File: config.mk
export PLATFORM = sky130hd
export DESIGN_NAME = cpu_info_printer
export DESIGN_NICKNAME = d
export VERILOG_FILES = /design/src/rtl/cpu_info_pkg.sv /design/src/rtl/cpu_info_printer_bin2bcd.sv /design/src/rtl/cpu_info_printer.sv
export SDC_FILE = /design/constraint.sdc
export NUM_CORES = 1
export LEC_CHECK = 0
export ABC_AREA = 1
export BUFFER_PORTS_ARGS = -buffer_cell sky130_fd_sc_hd__buf_2
export CORE_UTILIZATION = 57
export DETAILED_ROUTE_END_ITERATION = 7
export GPL_TIMING_DRIVEN = 1
export PLACE_DENSITY = 0.82
export RECOVER_POWER = 50
export SYNTH_ARGS = -nofsm -noshare
export SYNTH_HDL_FRONTEND = slang
export SYNTH_SLANG_ARGS = --single-unit
File: constraint.sdc
create_clock -name clk -period 3.7 [get_ports clk]
set_input_delay 0.185 -clock clk [delete_from_list [all_inputs] [get_ports clk]]
set_output_delay 0.185 -clock clk [all_outputs]
set_load 0.01 [all_outputs]
File: src/rtl/cpu_info_pkg.sv
// rtl/cpu_info_pkg.sv - shared constants, encodings and ASCII helpers for the CPU info printer
package cpu_info_pkg;

    localparam logic [7:0] CH_CARET  = 8'h5e;
    localparam logic [7:0] CH_AT     = 8'h40;
    localparam logic [7:0] CH_COLON  = 8'h3a;
    localparam logic [7:0] CH_SPACE  = 8'h20;
    localparam logic [7:0] CH_DOLLAR = 8'h24;
    localparam logic [7:0] CH_STAR   = 8'h2a;
    localparam logic [7:0] CH_LT     = 8'h3c;
    localparam logic [7:0] CH_EQ     = 8'h3d;
    localparam logic [7:0] CH_HASH   = 8'h23;

    typedef enum logic [1:0] {
        IDLE,
        CONV,
        EMIT
    } state_t;

    // One entry per field of the printed line, in emission order.
    typedef enum logic [3:0] {
        F_CARET,
        F_TIME,
        F_AT,
        F_PC,
        F_COLON,
        F_SP0,
        F_TAG,
        F_LOC,
        F_SP1,
        F_LT,
        F_EQ,
        F_SP2,
        F_DATA,
        F_HASH
    } field_t;

    // Lowercase hex digit: '0'..'9' then 'a'..'f' (8'h57 + 10 = 8'h61).
    function automatic logic [7:0] hex_char(input logic [3:0] n);
        if (n < 4'd10) begin
            return 8'h30 + {4'h0, n};
        end
        return 8'h57 + {4'h0, n};
    endfunction

    function automatic logic [7:0] dec_char(input logic [3:0] d);
        return 8'h30 + {4'h0, d};
    endfunction

endpackage

File: src/rtl/cpu_info_printer_bin2bcd.sv
// rtl/cpu_info_printer_bin2bcd.sv - sequential double-dabble converter, one input bit per cycle
module bin2bcd_seq #(
    parameter int W = 14
) (
    input  logic         clk,
    input  logic         reset,
    input  logic         start,
    input  logic [W-1:0] din,
    output logic         busy,
    output logic         done,
    output logic [15:0]  bcd
);

    localparam int CW = $clog2(W + 1);

    logic [W-1:0]  shreg;
    logic [CW-1:0] cnt;
    logic [14:0]   adj;

    // Add-3 correction on every BCD digit that would overflow on the next shift;
    // the top digit only needs its low three bits since bit 15 is shifted out.
    always_comb begin
        adj = '0;
        for (int k = 0; k < 3; k++) begin
            adj[4*k +: 4] = (bcd[4*k +: 4] >= 4'd5) ? bcd[4*k +: 4] + 4'd3 : bcd[4*k +: 4];
        end
        adj[14:12] = (bcd[15:12] >= 4'd5) ? 3'(bcd[14:12] + 3'd3) : bcd[14:12];
    end

    // Load on start, then shift one bit per cycle for W cycles; done pulses once afterwards.
    always_ff @(posedge clk) begin
        if (reset) begin
            shreg <= '0;
            cnt   <= '0;
            bcd   <= '0;
            busy  <= 1'b0;
            done  <= 1'b0;
        end else begin
            done <= 1'b0;
            if (start) begin
                shreg <= din;
                bcd   <= '0;
                cnt   <= CW'(W);
                busy  <= 1'b1;
            end else if (busy) begin
                bcd   <= {adj, shreg[W-1]};
                shreg <= shreg << 1;
                cnt   <= cnt - CW'(1);
                if (cnt == CW'(1)) begin
                    busy <= 1'b0;
                    done <= 1'b1;
                end
            end
        end
    end

endmodule

File: src/rtl/cpu_info_printer.sv
// rtl/cpu_info_printer.sv - serialises retired-instruction records into the checker's ASCII stream
module cpu_info_printer
    import cpu_info_pkg::*;
#(
    parameter int         TIME_W    = 14,
    parameter int         TIME_MAX  = 9999,
    parameter logic [7:0] IDLE_CHAR = 8'h00
) (
    input  logic              clk,
    input  logic              reset,
    input  logic              in_valid,
    output logic              in_ready,
    input  logic              in_type,
    input  logic [TIME_W-1:0] in_time,
    input  logic [31:0]       in_pc,
    input  logic [4:0]        in_grf,
    input  logic [31:0]       in_addr,
    input  logic [31:0]       in_data,
    output logic [7:0]        char,
    output logic              char_valid,
    output logic              char_last,
    input  logic              out_ready
);

    state_t      state, nstate;
    logic        type_q;
    logic [31:0] pc_q, addr_q, data_q;
    logic [4:0]  grf_q;
    field_t      field_q, nxt_field;
    logic [2:0]  idx_q, nxt_idx;
    logic [7:0]  nxt_char;
    logic        nxt_last;

    logic              accept, take;
    logic [TIME_W-1:0] time_sat;
    logic              conv_busy, conv_done;
    logic [15:0]       bcd;
    logic [2:0]        nt_m1;
    logic              ng_m1;
    logic [3:0]        grf_tens, grf_units;

    assign accept   = (state == IDLE) && in_valid;
    assign take     = char_valid && out_ready;
    assign time_sat = (in_time > TIME_W'(TIME_MAX)) ? TIME_W'(TIME_MAX) : in_time;

    bin2bcd_seq #(.W(TIME_W)) u_bcd (
        .clk   (clk),
        .reset (reset),
        .start (accept),
        .din   (time_sat),
        .busy  (conv_busy),
        .done  (conv_done),
        .bcd   (bcd)
    );

    // Digit counts (minus one) for leading-zero suppression, and grf split into decimal digits.
    always_comb begin
        if (bcd[15:12] != 4'd0)     nt_m1 = 3'd3;
        else if (bcd[11:8] != 4'd0) nt_m1 = 3'd2;
        else if (bcd[7:4] != 4'd0)  nt_m1 = 3'd1;
        else                        nt_m1 = 3'd0;
        ng_m1 = (grf_q >= 5'd10);
        if (grf_q >= 5'd30) begin
            grf_tens  = 4'd3;
            grf_units = 4'(grf_q - 5'd30);
        end else if (grf_q >= 5'd20) begin
            grf_tens  = 4'd2;
            grf_units = 4'(grf_q - 5'd20);
        end else if (grf_q >= 5'd10) begin
            grf_tens  = 4'd1;
            grf_units = 4'(grf_q - 5'd10);
        end else begin
            grf_tens  = 4'd0;
            grf_units = 4'(grf_q);
        end
    end

    // State register.
    always_ff @(posedge clk) begin
        if (reset) state <= IDLE;
        else       state <= nstate;
    end

    // Next-state logic.
    always_comb begin
        nstate = state;
        case (state)
            IDLE:    if (in_valid) nstate = CONV;
            CONV:    if (conv_done && !conv_busy) nstate = EMIT;
            EMIT:    if (take && char_last) nstate = IDLE;
            default: nstate = IDLE;
        endcase
    end

    // Output logic: handshake and the character that follows the one currently presented.
    always_comb begin
        in_ready  = (state == IDLE);
        nxt_field = field_q;
        nxt_idx   = idx_q;
        case (field_q)
            F_CARET: begin nxt_field = F_TIME; nxt_idx = nt_m1; end
            F_TIME:  if (idx_q == 3'd0) nxt_field = F_AT; else nxt_idx = idx_q - 3'd1;
            F_AT:    begin nxt_field = F_PC; nxt_idx = 3'd7; end
            F_PC:    if (idx_q == 3'd0) nxt_field = F_COLON; else nxt_idx = idx_q - 3'd1;
            F_COLON: nxt_field = F_SP0;
            F_SP0:   nxt_field = F_TAG;
            F_TAG:   begin nxt_field = F_LOC; nxt_idx = type_q ? 3'd7 : {2'b00, ng_m1}; end
            F_LOC:   if (idx_q == 3'd0) nxt_field = F_SP1; else nxt_idx = idx_q - 3'd1;
            F_SP1:   nxt_field = F_LT;
            F_LT:    nxt_field = F_EQ;
            F_EQ:    nxt_field = F_SP2;
            F_SP2:   begin nxt_field = F_DATA; nxt_idx = 3'd7; end
            F_DATA:  if (idx_q == 3'd0) nxt_field = F_HASH; else nxt_idx = idx_q - 3'd1;
            default: nxt_field = F_HASH;
        endcase

        case (nxt_field)
            F_CARET: nxt_char = CH_CARET;
            F_TIME:  nxt_char = dec_char(bcd[{nxt_idx[1:0], 2'b00} +: 4]);
            F_AT:    nxt_char = CH_AT;
            F_PC:    nxt_char = hex_char(pc_q[{nxt_idx, 2'b00} +: 4]);
            F_COLON: nxt_char = CH_COLON;
            F_TAG:   nxt_char = type_q ? CH_STAR : CH_DOLLAR;
            F_LOC:   nxt_char = type_q ? hex_char(addr_q[{nxt_idx, 2'b00} +: 4])
                                       : dec_char(nxt_idx[0] ? grf_tens : grf_units);
            F_LT:    nxt_char = CH_LT;
            F_EQ:    nxt_char = CH_EQ;
            F_DATA:  nxt_char = hex_char(data_q[{nxt_idx, 2'b00} +: 4]);
            F_HASH:  nxt_char = CH_HASH;
            default: nxt_char = CH_SPACE;
        endcase
        nxt_last = (nxt_field == F_HASH);
    end

    // Record latch and registered character stream; a character advances only when taken.
    always_ff @(posedge clk) begin
        if (reset) begin
            type_q     <= 1'b0;
            pc_q       <= '0;
            grf_q      <= '0;
            addr_q     <= '0;
            data_q     <= '0;
            field_q    <= F_CARET;
            idx_q      <= '0;
            char       <= IDLE_CHAR;
            char_valid <= 1'b0;
            char_last  <= 1'b0;
        end else begin
            if (accept) begin
                type_q <= in_type;
                pc_q   <= in_pc;
                grf_q  <= in_grf;
                addr_q <= in_addr;
                data_q <= in_data;
            end
            if (state == CONV && conv_done) begin
                field_q    <= F_CARET;
                idx_q      <= '0;
                char       <= CH_CARET;
                char_valid <= 1'b1;
                char_last  <= 1'b0;
            end else if (state == EMIT && take) begin
                if (char_last) begin
                    char       <= IDLE_CHAR;
                    char_valid <= 1'b0;
                    char_last  <= 1'b0;
                end else begin
                    field_q   <= nxt_field;
                    idx_q     <= nxt_idx;
                    char      <= nxt_char;
                    char_last <= nxt_last;
                end
            end
        end
    end

endmodule
==> run metrics, run 1 <==
status complete, but fails checks; violated checks capacitance limit, slew limit; Fin. Hold Viols 0; DRC viols 0; Slew HR -7.47%; fillers between 1000 and 1500; CP max-delay cell clkbuf_1; syn_nets ~1400; vias in the first global route ~8600; crit share post-route roughly 90%; delay-heaviest family, CP buffers and inverters; clock skew just under 0.009 ns; DRT Pass-1 Iters 6; share of cells above drive strength 1 between 10 and 15%; initial core utilization 59.2%; Worst Path Required roughly 4 ns; P_leak roughly 4.7 nW; clock sink total ~160; most common cell in the netlist nand2_1; Vias 9164; Worst Hold Class input port to flip-flop; CP Max Fanout 39; number of cell rows 43; Sequential Area about 3100 µm²; Post-Route WL 25.4 mm; Mapped Avg Cell Area roughly 6.7 µm²; Max VDD drop between 0.4 and 0.5 mV; top-area cell type share of the netlist area a little under two fifths; endpoints failing setup 0; die height between 100 and 150 µm; Tmin final roughly 3.3 ns; Yosys top cell by area dfxtp_1; Post-Syn Area about 8300 µm²; asr flop ratio synth 0%; WL per Instance 15.8 µm; IO Count ~130; crit end category flip-flop; Synth Register Bits 156; total track usage roughly a third; Synth area leaders dfxtp_1 (38%), nand2_1 (12%), nand3_1 (8.8%); Detailed Route Iter0 Violations 883; switching part of the total 46.5%; CP cell instances clkbuf_2 > clkinv_1 > nand2_1 > nand2_1 > o211ai_1 > nor2_1 > inv_1 > clkbuf_1 > buf_4 > nor2_1 > nor2_1; WP buf/inv 5; Placed Area between 9000 and 10000 µm²; register area share after synthesis approximately 38%; Clock Latency Late Sink 0.43 ns; Avg Vias per Cell around 5.7; Final Max Slew Viols 69; library cells used by synthesis 43; Most used DFF post-synth dfxtp_1; Post-Synthesis Cells 1248; pin count of the biggest net entering global routing 75; Worst Tran Pin Value roughly 1.6 ns; Flop pwr share between 20% and 30%; first-pass GRT wire length just over 40 mm; CTS Buf Count 17; CTS tree yes; Worst Path Arrival about 3.7 ns; f_max approximately 300 MHz; area grow syn2layout 23.8%; Multi-input gate area between 4000 and 5000 µm²; Worst-path clk slew about 0.06 ns; P_sw roughly 0.0043 W; most frequent CP cell nor2_1; Synthesis Warnings 0; PwrDens between 900 and 1000 nW/µm²; die footprint between 15000 and 20000 µm²; CP Class flip-flop to flip-flop; Finished Cell Area approximately 10000 µm²; Fin Hold WS approximately 0.0061 ns; Port Buffers 129; Die Width 123 µm; CTS root buffer clkbuf_16; EDFF count, synth 0; core area 14000 µm²; initial antenna violation count 0; clock buffer depth 2; max-cap viol count 2; Synth top cells by count nand2_1 (265), nor2_1 (181), dfxtp_1 (156), nand3_1 (147), o21ai_0 (127); startpoint types flip-flop; grt total ovfl 0; Internal Power slightly below 0.005 W; RSZ-0062 raised after global routing no; combinational group share of total power a little over half; gpl congestion approximately 0.93; H-tree depth 4; Routed Antenna Nets 0; final layout net count roughly 1600; Final TNS setup 0 ns; Clock power frac roughly 20%; CP peak stage delay roughly 0.86 ns; Detailed Place HPWL between 15 and 20 mm
## per-layer routing
metal  up-vias  GRT usage (%)  wire (µm)
met5         -              0          0
met4         0           14.7        627
met3        63           6.46       1590
met2       392           57.1      12200
met1      4275           43.3      11000
li1       4434              -          -
## power groups by stage
stage / clock network (W) / logic (W) / registers, W
floorplan: 0 / 0.00372 / 0.00249
global placement: 0 / 0.00455 / 0.00258
detailed placement: 0 / 0.00462 / 0.00259
CTS: 0.00187 / 0.00473 / 0.00257
global route: 0.00194 / 0.00539 / 0.00264
finish: 0.00187 / 0.00485 / 0.00259
## layout by cell type (no fill, tap or decap), types with 17 or more instances in the layout
master         count
clkbuf_1          18
nand2_1          265
dlygate4sd3_1     69
clkbuf_16         17
dfxtp_1          156
nand3_1          147
ha_1              22
inv_1             97
a21oi_1           72
buf_2            119
o21ai_0          127
o211ai_1          27
nor2_1           180
## worst paths after layout
kind / from / to / slack, ns / cells past startpoint
worst max-delay path: u_bcd.busy / addr_q[23] / 0.36 / 11
worst min-delay path: in_pc[4] / pc_q[4] / 0.006 / 3
worst max register to register: u_bcd.busy / addr_q[23] / 0.36 / 11
worst min register to register: pc_q[15] / pc_q[15] / 0.45 / 2
## logic make-up after synthesis
family,Yosys count,synth area share [%]
other,1,0.0451
adder cells (fa/ha/maj),22,3.31
buffers and inverters,182,9.24
XOR/XNOR,9,0.948
AO/OA/AOI/OAI,256,17.3
AND/OR/NAND/NOR,622,31.6
flip-flops,156,37.6
## per-stage QoR
step                util, %  std cells  power (W)  setup WS, ns
finish                 73.3       1609    0.00930         0.358
global route           73.3       1608    0.00997        0.0705
CTS                    73.5       1607    0.00917         0.389
detailed placement     64.1       1507    0.00721         0.434
global placement       64.1       1507    0.00713         0.500
floorplan                 -       1248    0.00621         0.975
## layout make-up
| class | count | share of cell area [%] |
|---|---|---|
| clock buffers | 22 | 4.51 |
| inverters | 114 | 4.16 |
| diodes | 1 | 0.0243 |
| multi-input cells | 910 | 43.1 |
| repair buffers | 217 | 14.1 |
| well taps | 180 | 2.19 |
| flip-flops and latches | 156 | 30.3 |
| clock inverters | 9 | 1.57 |
## worst reg2reg max path: stages (launching register included)
cell and delay (ns):
dfxtp_1 0.31, clkbuf_2 0.42, clkinv_1 0.17, nand2_1 0.09, nand2_1 0.07, o211ai_1 0.15, nor2_1 0.19, inv_1 0.27
clkbuf_1 0.86, buf_4 0.50, nor2_1 0.12, nor2_1 0.13
## state kept, by name (all words and copies together), names as in the netlist, 2 cells and up
register / cells
data_q: 32
idx_q: 3
addr_q: 32
pc_q: 32
grf_q: 5
u_bcd.bcd: 16
char: 7
state: 2
u_bcd.shreg: 14
u_bcd.cnt: 4
field_q: 4
## repair_timing
action | 4_1_cts | 5_1_grt
resized for setup | 0 | 1
hold buffers | 69 | 0
buffers inserted | 0 | 1
endpoints found under the setup margin | 0 | 1
hold endpoints to repair | 69 | 0
Note: power is estimated with default switching activity, not from simulation.
==> inputs of run 2 (changes only) <==
- clock period: 3.7 -> 3.6 ns (I/O delays scaled with it)
==> run 2 against run 1 <==
The run now ends clean. Maximum frequency increased by 3.7%. Total power increased by 1.3%. Combinational power increased by 3%. Sequential power increased by 2%. Worst setup slack improved by 0.020 ns. Clock power decreased by 5%. Largest cell class unchanged. Utilization increased by 1.3 points. Critical path depth decreased by 1. Die area unchanged.
==> run metrics, run 2 (synthesis results as in run 1) <==
Tmin final about 3.2 ns; Internal Power between 0.004 and 0.005 W; Clock power frac about a fifth; area grow syn2layout 26.0%; Final Power ~0.0094 W; Max VDD drop ~0.49 mV; Routed Antenna Nets 0; vias in the first global route 8805; min-delay src in_addr[31]; crit share post-route roughly nine tenths; P_sw 0.00447 W; P_leak approximately 4.8 nW; Crit Reg-Reg Startpoint u_bcd.busy; share of cells above drive strength 1 ~14%; commonest non-fill, non-tap cells in the layout nand2_1 (265), nor2_1 (180), dfxtp_1 (156); reg-to-reg slack, setup 0.38 ns; CP Max Fanout a little over 60; Worst Path Required roughly 4.0 ns; total track usage between 30% and 40%; Fin Hold WS 0.0188 ns; Avg Vias per Cell between 5 and 6; Worst Reg-to-Reg Cells 10; worst reg2reg endpoint addr_q[2]; Detailed Route Iter0 Violations 890; Largest regs addr_q (32), data_q (32), pc_q (32); crit end category flip-flop; CP Class flip-flop to flip-flop; RSZ-0062 raised after global routing no; hold path cells 3; number of cell rows between 40 and 50; pin count of the biggest net entering global routing 99; fillers 1063; Final Max Slew Viols 0; core area 14000 µm²; CTS tree yes; dpl ws about 0.37 ns; Worst Path Arrival 3.58 ns; die height around 120 µm; Vias 9304; Port Buffers 129; Post-Route WL approximately 26 mm; first-pass GRT wire length about 42 mm; CTS root buffer clkbuf_16; Placed Area roughly 9000 µm²; DRT Pass-1 Iters 5; IO Count about 130; switching part of the total 47.5%; clock sink total roughly 160; PwrDens about 900 nW/µm²; initial core utilization between 50% and 60%; Worst-path clk slew around 0.06 ns; Clock Latency Late Sink ~0.44 ns; initial antenna violation count 2; f_max 310 MHz; startpoint types flip-flop; Fin. Hold Viols 0; combinational group share of total power a little over half; status complete, no violations; Worst Tran Pin Value roughly 1.1 ns; max-cap viol count 0; Worst Hold End addr_q[31]; DRC viols 0; Die Width approximately 120 µm; Finished Cell Area 10500 µm²; clock skew 0.00852 ns; Worst Hold Class input port to flip-flop; Slew HR around a quarter; CTS Buf Count 17; most common cell after layout, fill and taps aside nand2_1; H-tree depth 4; Final TNS setup 0 ns; final layout net count roughly 1600; Detailed Place HPWL 15.9 mm; endpoints failing setup 0; final critical-path setup slack between 0.3 and 0.4 ns; Post-CTS Setup Inserts 0; grt total ovfl 0; die footprint approximately 15000 µm²; gpl congestion between 0.9 and 1; clock buffer depth 2; WL per Instance 16.2 µm; Flop pwr share between 20% and 30%
run 2: changes by cell type in the layout (fill, tap and decap cells not counted), sizes merged, moves of 3 or more:
cell and change:
clkbuf -4, dlygate4sd3 +21, bufinv -3, inv +3
run 2: worst max-delay path by stage:
| stage | start | end | slack, ns |
|---|---|---|---|
| final | u_bcd.busy | addr_q[2] | 0.38 |
| after global routing | grf_q[2] | char[0] | 0.01 |
| after CTS | field_q[1] | char[2] | 0.35 |
| after detailed placement | field_q[1] | char[2] | 0.37 |
| after global placement | grf_q[1] | char[2] | 0.40 |
| after floorplan | idx_q[1] | char[2] | 0.87 |
run 2: repair_timing:
action / 4_1_cts / 5_1_grt
gates resized for setup: 0 / 2
setup endpoints to repair: 0 / 3
hold buffers: 89 / 1
endpoints found under the hold margin: 89 / 1
run 2: critical path, cell delays in order, from the launching register on:
cell      delay (ns)
dfxtp_1         0.30
buf_4           0.27
clkinv_1        0.14
nand2_1         0.07
nand2_1         0.06
o211ai_1        0.14
nor2_1          0.16
inv_1           0.66
buf_2           0.94
nor2_1          0.16
nor2_1          0.20
run 2: power groups by stage:
stage          Sequential [W]  Clock (W)  Combinational [W]
5_1_grt               0.00271    0.00187            0.00560
6_report              0.00265    0.00178            0.00499
3_3_place_gp          0.00264          0            0.00465
3_5_place_dp          0.00265          0            0.00473
4_1_cts               0.00263    0.00178            0.00485
2_1_floorplan         0.00256          0            0.00382
run 2: layout make-up:
cell class / instances / area (µm²) / area share (%)
sequential: 156 / 3120 / 29.8
timing repair buffer: 235 / 1670 / 16.0
multi-input combinational: 910 / 4430 / 42.3
clock buffer: 22 / 484 / 4.62
clock inverter: 10 / 103 / 0.980
antenna: 2 / 5.00 / 0.0478
inverter: 114 / 428 / 4.09
tap: 180 / 225 / 2.15
run 2: stage by stage:
step / std cells / util, %
finish: 1629 / 74.6
global route: 1629 / 74.6
CTS: 1626 / 74.6
detailed placement: 1505 / 64.1
global placement: 1505 / 64.1
floorplan: 1248 / -
run 2: layer usage:
metal | up-vias | global-route usage [%] | share of wire (%)
li1 | 4478 | - | -
met1 | 4275 | 45.2 | 42
met2 | 472 | 60.1 | 47
met3 | 79 | 8.41 | 7.5
met4 | 0 | 14.9 | 3.2
met5 | - | 0 | 0
==> inputs of run 3 (changes only) <==
- CORE_UTILIZATION: 57 -> 62
- PLACE_DENSITY: 0.82 -> 0.87
- clock period: 3.6 -> 3.85 ns (I/O delays scaled with it)
==> run 3 against run 2 <==
Worst hold slack lost 0.023 ns. Register-to-register slack improved by 0.03 ns. Largest power group unchanged. The run now ends with hold timing left. First-iteration DRC count grew 15%. Clock power barely moved. Via count decreased by 2.9%. Wire length shrank 7.7%.
==> run metrics, run 3 (synthesis results as in run 1) <==
CP max-delay cell nor2_1; CP Max Fanout 57; Routed Antenna Nets 0; WL per Instance around 15 µm; WL met1 roughly 10 mm; Clock Latency Late Sink roughly 0.43 ns; count of cells resized by post-cts repair 0; die footprint between 10000 and 15000 µm²; clock buffer depth 2; vias in the first global route 8664; Detailed Place HPWL between 15 and 20 mm; startpoint types flip-flop; Max VDD drop 0.469 mV; Die Width between 100 and 150 µm; CTS Buf Count 17; Worst Hold Class input port to flip-flop; CTS tree yes; Fin. Hold Viols 1; Clock power frac between 15 and 20%; DRT Pass-1 Iters 6; number of cell rows a little over 40; most frequent CP cell nor2_1; Post-Route WL about 24 mm; Fin Hold WS -0.00454 ns; Worst-path clk slew 0.06 ns; CP Class flip-flop to flip-flop; clock sink total 156; violated checks hold timing; DRC viols 0; area grow syn2layout 21.1%; P_sw 0.00411 W; Post-CTS Setup Inserts 0; Tmin final ~3.4 ns; initial core utilization between 60% and 70%; CP peak stage delay 1.08 ns; endpoints failing setup 0; top routing layer used met4; final layout net count 1537; Avg Vias per Cell 5.72; WL met3 around 1.9 mm; Detailed Route Iter0 Violations roughly 1000; dpl ws 0.647 ns; Flop pwr share around 28%; CTS root buffer clkbuf_16; Internal Power 0.00469 W; crit share post-route 89.4%; Vias around 9000; switching part of the total 46.7%; combinational group share of total power about half; share of cells above drive strength 1 between 10% and 20%; IO Count about 130; final critical-path setup slack approximately 0.41 ns; P_leak between 4 and 5 nW; Final Max Slew Viols 0; commonest non-fill, non-tap cells in the layout nand2_1 (265), nor2_1 (180), dfxtp_1 (156); Slew HR under 10%; Largest regs addr_q (32), data_q (32), pc_q (32); first-pass GRT wire length 40.2 mm; initial antenna violation count 0; f_max between 200 and 300 MHz; CP cell instances inv_1 > o311ai_0 > o211ai_1 > nor2_1 > clkinv_1 > buf_4 > buf_4 > nor2_1 > nor2_1; clock skew 0.00662 ns; Port Buffers ~130; met2 WL 11.6 mm; most common cell after layout, fill and taps aside nand2_1; H-tree depth 4; PwrDens ~870 nW/µm²; # hold bufs at CTS 51; core area approximately 13000 µm²; Placed Area about 9000 µm²; status complete, but fails checks; ant diodes 0; crit end category flip-flop; Final TNS setup 0 ns; RSZ-0062 raised after global routing no; Worst Tran Pin Value 1.41 ns; gpl congestion between 0.9 and 1; fillers about 900; Finished Cell Area 10100 µm²; max-cap viol count 0; Final Power around 0.009 W; pin count of the biggest net entering global routing 73; grt total ovfl 0; Worst Path Arrival 3.76 ns; total track usage 35.7%; Worst Path Required between 4 and 5 ns; die height around 120 µm
==> run 3: layout make-up <==
class	instances	area [µm²]	share of cell area, %
Multi-Input combinational cell	910	4430	44.0
Inverter	114	428	4.25
Tap cell	172	215	2.14
Timing Repair Buffer	196	1260	12.5
Clock buffer	23	478	4.75
Clock inverter	9	135	1.34
Sequential cell	156	3120	31.0
==> run 3: worst paths after layout <==
kind / depth (start not counted) / end / start / slack, ns
worst max-delay path: 9 / data_q[17] / char_last / 0.41
worst min-delay path: 3 / data_q[12] / in_data[12] / -0.005
worst max register to register: 9 / data_q[17] / char_last / 0.41
worst min register to register: 2 / addr_q[27] / addr_q[27] / 0.45
==> run 3: through the flow <==
step           hold WS (ns)  utilization [%]  cells
2_1_floorplan         0.327                -   1248
3_3_place_gp          0.414             70.0   1497
3_5_place_dp          0.417             70.0   1497
4_1_cts            0.000485             78.8   1580
5_1_grt              0.0166             78.5   1580
6_report           -0.00454             78.5   1580
==> run 3: metal layers <==
| metal | GRT usage (%) | vias up |
|---|---|---|
| li1 | - | 4391 |
| met1 | 44.2 | 4156 |
| met2 | 60.9 | 429 |
| met3 | 5.86 | 62 |
| met4 | 15.6 | 0 |
| met5 | 0 | - |
==> run 3: power groups by stage <==
stage	combinational, W	clock, W	sequential [W]
global placement	0.00428	0	0.00248
CTS	0.00448	0.00174	0.00246
finish	0.00456	0.00175	0.00249
floorplan	0.00357	0	0.00239
global route	0.00515	0.00182	0.00255
detailed placement	0.00438	0	0.00249
==> run 3: worst max-delay path: cells and delay by family, from the launching register on <==
kind            cells  cell delay [ns]
compound gates      2             0.57
buf+inv             4             0.97
flops               1             0.37
simple gates        3             1.39
